$ cat config.mk
export PLATFORM = sky130hd
export DESIGN_NAME = rom_loader
export DESIGN_NICKNAME = d
export VERILOG_FILES = /design/src/rtl/rom_loader.sv
export SDC_FILE = /design/constraint.sdc
export NUM_CORES = 1
export LEC_CHECK = 0
export CAP_MARGIN = 20
export CORE_MARGIN = 2
export CORE_UTILIZATION = 57
export CTS_CLUSTER_DIAMETER = 40
export DETAILED_ROUTE_END_ITERATION = 6
export HOLD_SLACK_MARGIN = 0.02
export PLACE_DENSITY = 0.81
export SYNTH_ARGS = -nofsm -noshare
export SYNTH_HDL_FRONTEND = slang
export SYNTH_SLANG_ARGS = --single-unit
export TNS_END_PERCENT = 50
$ cat constraint.sdc
create_clock -name clk -period 2.99 [get_ports clk]
set_input_delay 0.897 -clock clk [delete_from_list [all_inputs] [get_ports clk]]
set_output_delay 0.897 -clock clk [all_outputs]
set_load 0.005 [all_outputs]
$ cat src/rtl/rom_loader.sv
// rtl/rom_loader.sv - UART boot loader that writes a framed image into the rom and holds the core in reset until done
// Optional trailing checksum byte: define LOADER_CHECKSUM_EN.
module rom_loader #(
  parameter int unsigned CLK_FREQ_HZ = 50000000,
  parameter int unsigned BAUD        = 115200,
  parameter logic [31:0] BASE_ADDR   = 32'h0000_0000,
  parameter int unsigned MAX_WORDS   = 16384
) (
  input  logic        clk,
  input  logic        rst_n,
  input  logic        uart_rx_i,
  output logic        w_en_o,
  output logic [31:0] w_addr_o,
  output logic [31:0] w_data_o,
  output logic [3:0]  w_sel_o,
  output logic        hold_o,
  output logic        done_o,
  output logic        err_o
);

  localparam int unsigned CLKS_PER_BIT = CLK_FREQ_HZ / BAUD;
  localparam int unsigned HALF_BIT     = CLKS_PER_BIT / 2;
  localparam int          CNT_W        = $clog2(CLKS_PER_BIT + 1);
  localparam logic [CNT_W-1:0] BIT_LAST  = CNT_W'(CLKS_PER_BIT - 1);
  localparam logic [CNT_W-1:0] HALF_LAST = CNT_W'(HALF_BIT - 1);
  localparam logic [16:0]      MAX_N     = 17'(MAX_WORDS);
  localparam logic [7:0]       HDR_BYTE  = 8'hA5;

  // ---------------- RX front end ----------------
  typedef enum logic [1:0] {RX_IDLE, RX_START, RX_DATA, RX_STOP} rx_state_t;

  rx_state_t        rx_state, rx_next;
  logic             rx_s1, rx_s2, rx_s3;
  logic [CNT_W-1:0] rx_cnt;
  logic [2:0]       rx_bit;
  logic [7:0]       rx_shift;
  logic             rx_last;
  logic             byte_vld;
  logic             frm_err;

  // rx_s3 only feeds the falling-edge detector
  always_ff @(posedge clk or negedge rst_n) begin
    if (!rst_n) begin
      rx_s1 <= 1'b1;
      rx_s2 <= 1'b1;
      rx_s3 <= 1'b1;
    end else begin
      rx_s1 <= uart_rx_i;
      rx_s2 <= rx_s1;
      rx_s3 <= rx_s2;
    end
  end

  always_comb begin
    rx_next  = rx_state;
    byte_vld = 1'b0;
    frm_err  = 1'b0;
    rx_last  = (rx_state == RX_START) ? (rx_cnt == HALF_LAST) : (rx_cnt == BIT_LAST);
    case (rx_state)
      RX_IDLE:  if (!rx_s2 && rx_s3) rx_next = RX_START;
      RX_START: if (rx_last) rx_next = rx_s2 ? RX_IDLE : RX_DATA;
      RX_DATA:  if (rx_last && rx_bit == 3'd7) rx_next = RX_STOP;
      RX_STOP: begin
        if (rx_last) begin
          rx_next  = RX_IDLE;
          byte_vld = rx_s2;
          frm_err  = !rx_s2;
        end
      end
      default:  rx_next = RX_IDLE;
    endcase
  end

  always_ff @(posedge clk or negedge rst_n) begin
    if (!rst_n) begin
      rx_state <= RX_IDLE;
      rx_cnt   <= '0;
      rx_bit   <= '0;
      rx_shift <= '0;
    end else begin
      rx_state <= rx_next;
      if (rx_state == RX_IDLE || rx_last) rx_cnt <= '0;
      else                                rx_cnt <= rx_cnt + 1'b1;
      if (rx_state == RX_START) rx_bit <= '0;
      if (rx_state == RX_DATA && rx_last) begin
        rx_shift <= {rx_s2, rx_shift[7:1]};
        rx_bit   <= rx_bit + 3'd1;
      end
    end
  end

  // ---------------- frame FSM ----------------
`ifdef LOADER_CHECKSUM_EN
  typedef enum logic [2:0] {S_IDLE, S_LEN_LO, S_LEN_HI, S_DATA, S_CSUM, S_DONE, S_ERR} state_t;
  localparam state_t S_AFTER_DATA = S_CSUM;
  logic [7:0] sum;
  logic [7:0] sum_chk;
`else
  typedef enum logic [2:0] {S_IDLE, S_LEN_LO, S_LEN_HI, S_DATA, S_DONE, S_ERR} state_t;
  localparam state_t S_AFTER_DATA = S_DONE;
`endif

  state_t      state, state_next;
  logic [15:0] len;
  logic [15:0] n_full;
  logic [15:0] idx;
  logic [1:0]  lane;
  logic [23:0] asm_lo;
  logic        wr_fire;
  logic        start_frame;

  always_comb begin
    state_next  = state;
    wr_fire     = 1'b0;
    n_full      = {shift_byte(rx_shift), len[7:0]};
`ifdef LOADER_CHECKSUM_EN
    sum_chk     = sum + rx_shift;
`endif
    case (state)
      S_IDLE, S_ERR: if (byte_vld && rx_shift == HDR_BYTE) state_next = S_LEN_LO;
      S_LEN_LO: begin
        if (frm_err)       state_next = S_ERR;
        else if (byte_vld) state_next = S_LEN_HI;
      end
      S_LEN_HI: begin
        if (frm_err) state_next = S_ERR;
        else if (byte_vld) begin
          if (n_full == 16'd0)              state_next = S_AFTER_DATA;
          else if ({1'b0, n_full} > MAX_N)  state_next = S_ERR;
          else                              state_next = S_DATA;
        end
      end
      S_DATA: begin
        if (frm_err) state_next = S_ERR;
        else if (byte_vld && lane == 2'd3) begin
          wr_fire = 1'b1;
          if (idx == len - 16'd1) state_next = S_AFTER_DATA;
        end
      end
`ifdef LOADER_CHECKSUM_EN
      S_CSUM: begin
        if (frm_err)       state_next = S_ERR;
        else if (byte_vld) state_next = (sum_chk == 8'd0) ? S_DONE : S_ERR;
      end
`endif
      default: state_next = state;
    endcase
    start_frame = (state_next == S_LEN_LO) && (state != S_LEN_LO);
  end

  function automatic logic [7:0] shift_byte(input logic [7:0] b);
    return b;
  endfunction

  always_ff @(posedge clk or negedge rst_n) begin
    if (!rst_n) begin
      state    <= S_IDLE;
      len      <= '0;
      idx      <= '0;
      lane     <= '0;
      asm_lo   <= '0;
`ifdef LOADER_CHECKSUM_EN
      sum      <= '0;
`endif
      w_en_o   <= 1'b0;
      w_addr_o <= '0;
      w_data_o <= '0;
      w_sel_o  <= '0;
    end else begin
      state  <= state_next;
      w_en_o <= wr_fire;
      if (start_frame) begin
        idx  <= '0;
        lane <= '0;
`ifdef LOADER_CHECKSUM_EN
        sum  <= '0;
`endif
      end
      if (state == S_LEN_LO && byte_vld) len[7:0]  <= rx_shift;
      if (state == S_LEN_HI && byte_vld) len[15:8] <= rx_shift;
      if (state == S_DATA && byte_vld) begin
        lane <= lane + 2'd1;
`ifdef LOADER_CHECKSUM_EN
        sum  <= sum + rx_shift;
`endif
        case (lane)
          2'd0: asm_lo[7:0]   <= rx_shift;
          2'd1: asm_lo[15:8]  <= rx_shift;
          2'd2: asm_lo[23:16] <= rx_shift;
          default: idx <= idx + 16'd1;
        endcase
      end
      // address/data/sel only move with a write, holding their last value otherwise
      if (wr_fire) begin
        w_addr_o <= BASE_ADDR + {14'd0, idx, 2'b00};
        w_data_o <= {rx_shift, asm_lo};
        w_sel_o  <= 4'hF;
      end
    end
  end

  assign hold_o = (state != S_DONE);
  assign done_o = (state == S_DONE);
  assign err_o  = (state == S_ERR);

endmodule

Word-level counts from Yosys, hierarchy flattened
Cells that the tools add are included.

Flip-flop bits (word level): 136. Bits of input ports: 3. Word-level logic and storage cells: 104.

Add/sub/neg operators: 5. Magnitude comparators: 1. Equal/unequal tests: 23. Muxes and demuxes: 33. Reduce and logical (&&, ||, !) cells: 23.

Operator list (count): 2-to-1 mux 16 bit (3); 2-to-1 mux 3 bit (12); adder 16 x 1 -> 16 bit (second input constant) (1); == test 16 bit (1); > comparator 16 x 15 -> 1 bit (second input constant) (1); zero test 16 bit (1); subtractor 16 x 1 -> 16 bit (second input constant) (1); 2-to-1 mux 2 bit (7); one-hot mux 3 bit (4 select lines) (1); adder 9 x 1 -> 9 bit (second input constant) (1); == test 3 bit (second input constant) (3); == test 9 x 8 -> 1 bit (second input constant) (1); == test 9 bit (second input constant) (1); logical AND 1 bit (9); 2-to-1 mux 9 bit (1); == test 2 bit (second input constant) (4); == test 8 bit (second input constant) (1); 2-to-1 mux 1 bit (8); inequality test 2 bit (second input constant) (4); one-hot mux 2 bit (4 select lines) (1); == test 3 x 1 -> 1 bit (second input constant) (2); == test 3 x 2 -> 1 bit (second input constant) (2); AND reduction 2 bit (3); == test 2 x 1 -> 1 bit (second input constant) (2); 12 further kinds (14).

Depth between registers and ports, before layout
Gate-level depths: netlist of the first run.

Word-level depth: 13. Depth in mapped cells: 10.

Worst setup path before layout of the first run
Ideal clock, no wire load.

Path type: register to register. From: register (tool-made name). To: register idx[13]. Setup time: 120 ps. Data arrival time: 2584 ps. Slack: 286 ps. Cell stages (with the launch flop): 8. Clock period less this slack: 2704 ps. Path through: dfrtp_1 -> nand2b_1 -> or4_1 -> a21oi_2 -> mux2_2 -> o221a_2 -> or3_1 -> a31o_1.

RTL lines: to (signal assigned) (line 190) `default: idx <= idx + 16'd1;`; to (decl) (line 106) `logic [15:0] idx;`.

Final worst setup path of the first run
From: register state[1]. To: output done_o.

Word-level cells in the longest chain between the ends: 1.

Ends and longest elaborated chain: from (decl) (line 103) `state_t state, state_next;`; from (signal assigned) (line 170) `state <= state_next;`; == test 3 bit (line 203) `assign done_o = (state == S_DONE);`; to (decl) (line 17) `output logic done_o,`.

Every way passes these cells.

==> results of run 1 <==
worst max path at each step:
stage / endpoint / start / depth (start not counted)
final: done_o / state[1] / 4
after global routing: idx[8] / rx_cnt[2] / 8
after CTS: done_o / state[1] / 4
after detailed placement: idx[9] / len[3] / 6
after global placement: idx[13] / len[3] / 6
after floorplan: idx[13] / flop / 7
kinds of logic (layout without fill, tap and decap cells):
| family | count (synthesis) | in the layout | share of synthesized area, % |
|---|---|---|---|
| DFF | 136 | 136 | 50.8 |
| other | 1 | 16 | 0.0559 |
| and+or+nand+nor | 322 | 322 | 22.5 |
| buffers and inverters | 71 | 118 | 5.41 |
| adders and majority gates | 9 | 9 | 1.68 |
| AOI/OAI and AO/OA | 67 | 67 | 7.21 |
| muxes | 56 | 56 | 9.30 |
| xor gates and xnor gates | 24 | 24 | 3.13 |
state kept, by name, indices dropped and copies added (netlist names), named ones only:
| signal | count |
|---|---|
| w_data_o | 32 |
| rx_s3 | 1 |
| rx_s2 | 1 |
| rx_s1 | 1 |
| asm_lo | 24 |
| w_en_o | 1 |
| state | 3 |
| w_sel_o | 1 |
| rx_shift | 8 |
| lane | 2 |
| idx | 16 |
| rx_cnt | 9 |
| len | 16 |
| rx_state | 1 |
| rx_bit | 3 |
| w_addr_o | 16 |
critical path: stages (launching register included):
cell and delay (ns):
dfrtp_1 0.47, nand2b_1 0.25, nand2b_1 0.19, inv_1 0.06, clkdlybuf4s50_1 0.49
cell type report:
cell class              instances  area [µm²]
fillers                       895        3550
clock inverters                13         120
flip-flops and latches        136        3410
repair buffers                 73         703
inverters                      13        48.8
well taps                     143         179
multi-input cells             494        3000
clock buffers                  19         453
layer usage:
layer,GRT usage (%),vias up
met1,31.4,2481
met2,40.0,110
met4,9.51,0
met3,5.40,19
met5,0,-
li1,-,2403
where the power goes:
| group | total (mW) | internal (mW) | leakage [nW] | switching, mW |
|---|---|---|---|---|
| combinational | 0.151 | 0.0598 | 1.68 | 0.0908 |
| clock | 2.00 | 1.19 | 0.276 | 0.806 |
| sequential | 1.95 | 1.89 | 1.87 | 0.0585 |
layout by cell type (no fill, tap or decap), types with 15 or more instances in the layout:
master	count
nor2_1	44
buf_4	15
nand3_1	19
conb_1	16
clkbuf_16	17
o21ai_0	18
clkdlybuf4s50_1	57
nand2_1	168
nor3_1	17
dfrtp_1	133
mux2_2	51
==> metrics.cfg, run 1 <==
[die]
initial_core_util_pct=58.5
row_count=39
io_pins=75
die_x_um=113
die_area_um2=12700
die_y_um=113
core_area_um2=11500

[sta]
period_minus_slack_ns=2.78
worst_pin_slew_ns=0.768
fin_hold_ws_ns=0.358
fmax_mhz=359
hold_viol_final=0
finalWorstSetupSlack_ns=0.206
period_share_pct=93.1
report.final.slew_viol_count=0
maxSlewHeadroom_pct=48.8
fin_skew_ns=0.00915
setup_viol=0
rsz0062_at_grt=false
tns_ns=0

[clock_network]
htree_levels=4
root_buffer=clkbuf_16
cts_resized=0
cts.sinks=136
clk_path_buf_depth=2
clk_latency_ns=0.42
post_cts_buffers=0
cts_tree=done
numCtsBuffers=17
clkTransAtPathRegs_ns=0.06
ctsHoldBuffers=0

[flow_run]
drv_cap=0

[global_route]
grt_use_total_pct=24.2
antenna_found_initial=0
grt_max_degree=137
grt_overflow=0
grt_pass1_wl_um=24200
grt_pass1_vias=4956

[worst_setup_path]
worst_r2r_endpoint=idx[12]
critPathLaunchType=flop
rr_startpoint=rx_cnt[2]
cp_max_fo=9
crit_path_end_kind=output port
rrSetupSlack_ns=0.31
critPathKind=reg2out
reg2reg_depth=8
required_ns=2.09
critPathArrivalTime_ns=1.89

[finish]
stdcell_count=891
nets=747
syn_to_final_growth_pct=17.9
fin_util_pct=69.0
design_area_um2=7920
num_antenna_cells=0
drive_gt1_share_pct=15.6

[hold_path]
hold_path_class=reg2reg
min_to=rx_s2
whs_path_depth=0
min_from=rx_s1

[logic_synthesis]
ys_types=62
synth_top_cell_by_area=dfrtp_1
yosysMostFrequentCell=nand2_1
ys_warn_count=0
synth_common_cells=nand2_1 (168), dfrtp_1 (133), mux2_2 (51)
synth.cell_area_um2=6710
avgSynthCellArea_um2=9.79
yosysTopAreaCellShare_pct=49.6
synth_edf_count=0
ys_async_sr_fraction_pct=100
ys_seq_area_share_pct=50.8
ys_top_cells_by_area=dfrtp_1 (50%), nand2_1 (9.4%), mux2_2 (8.6%), nor2_1 (2.5%), buf_4 (2.2%)
synthFlopType=dfrtp_1
ys_ff_latch=136
synth_cells=686

[routing]
met1_length_um=6180
num_vias=5013
wl_per_cell_um=16.0
wl_met2_um=7210
drc=0
drt_pass1_iterations=4
first_iter_violations=320
top_layer_used=met4
viasPerCell=5.63
wl_um=14300
wl_met3_um=626
ant_nets=0

[placement]
place_area_um2=7340
dp.cells=859
dpl_worst_slack_ns=0.322
io_buffer_count=58
gp_congestion=0.943
dp_hpwl_um=9760

[power]
p_per_area_nw_per_um2=518
power.total_mw=4.10
ir_drop_v=0.000377
p_leak_nw=3.83

[run_status]
outcome=completed

Power figures use the tool's default switching activity.
==> run 2: changes to the inputs <==
--- a/config.mk
+++ b/config.mk
@@ -8,7 +8,8 @@
 export CAP_MARGIN = 20
 export CORE_MARGIN = 2
 export CORE_UTILIZATION = 57
-export CTS_CLUSTER_DIAMETER = 40
+export CTS_CLUSTER_DIAMETER = 120
+export CTS_CLUSTER_SIZE = 8
 export DETAILED_ROUTE_END_ITERATION = 6
 export HOLD_SLACK_MARGIN = 0.02
 export PLACE_DENSITY = 0.81
==> results of run 2 <==
Final layout, timing and power as in run 1 (identical DEF).
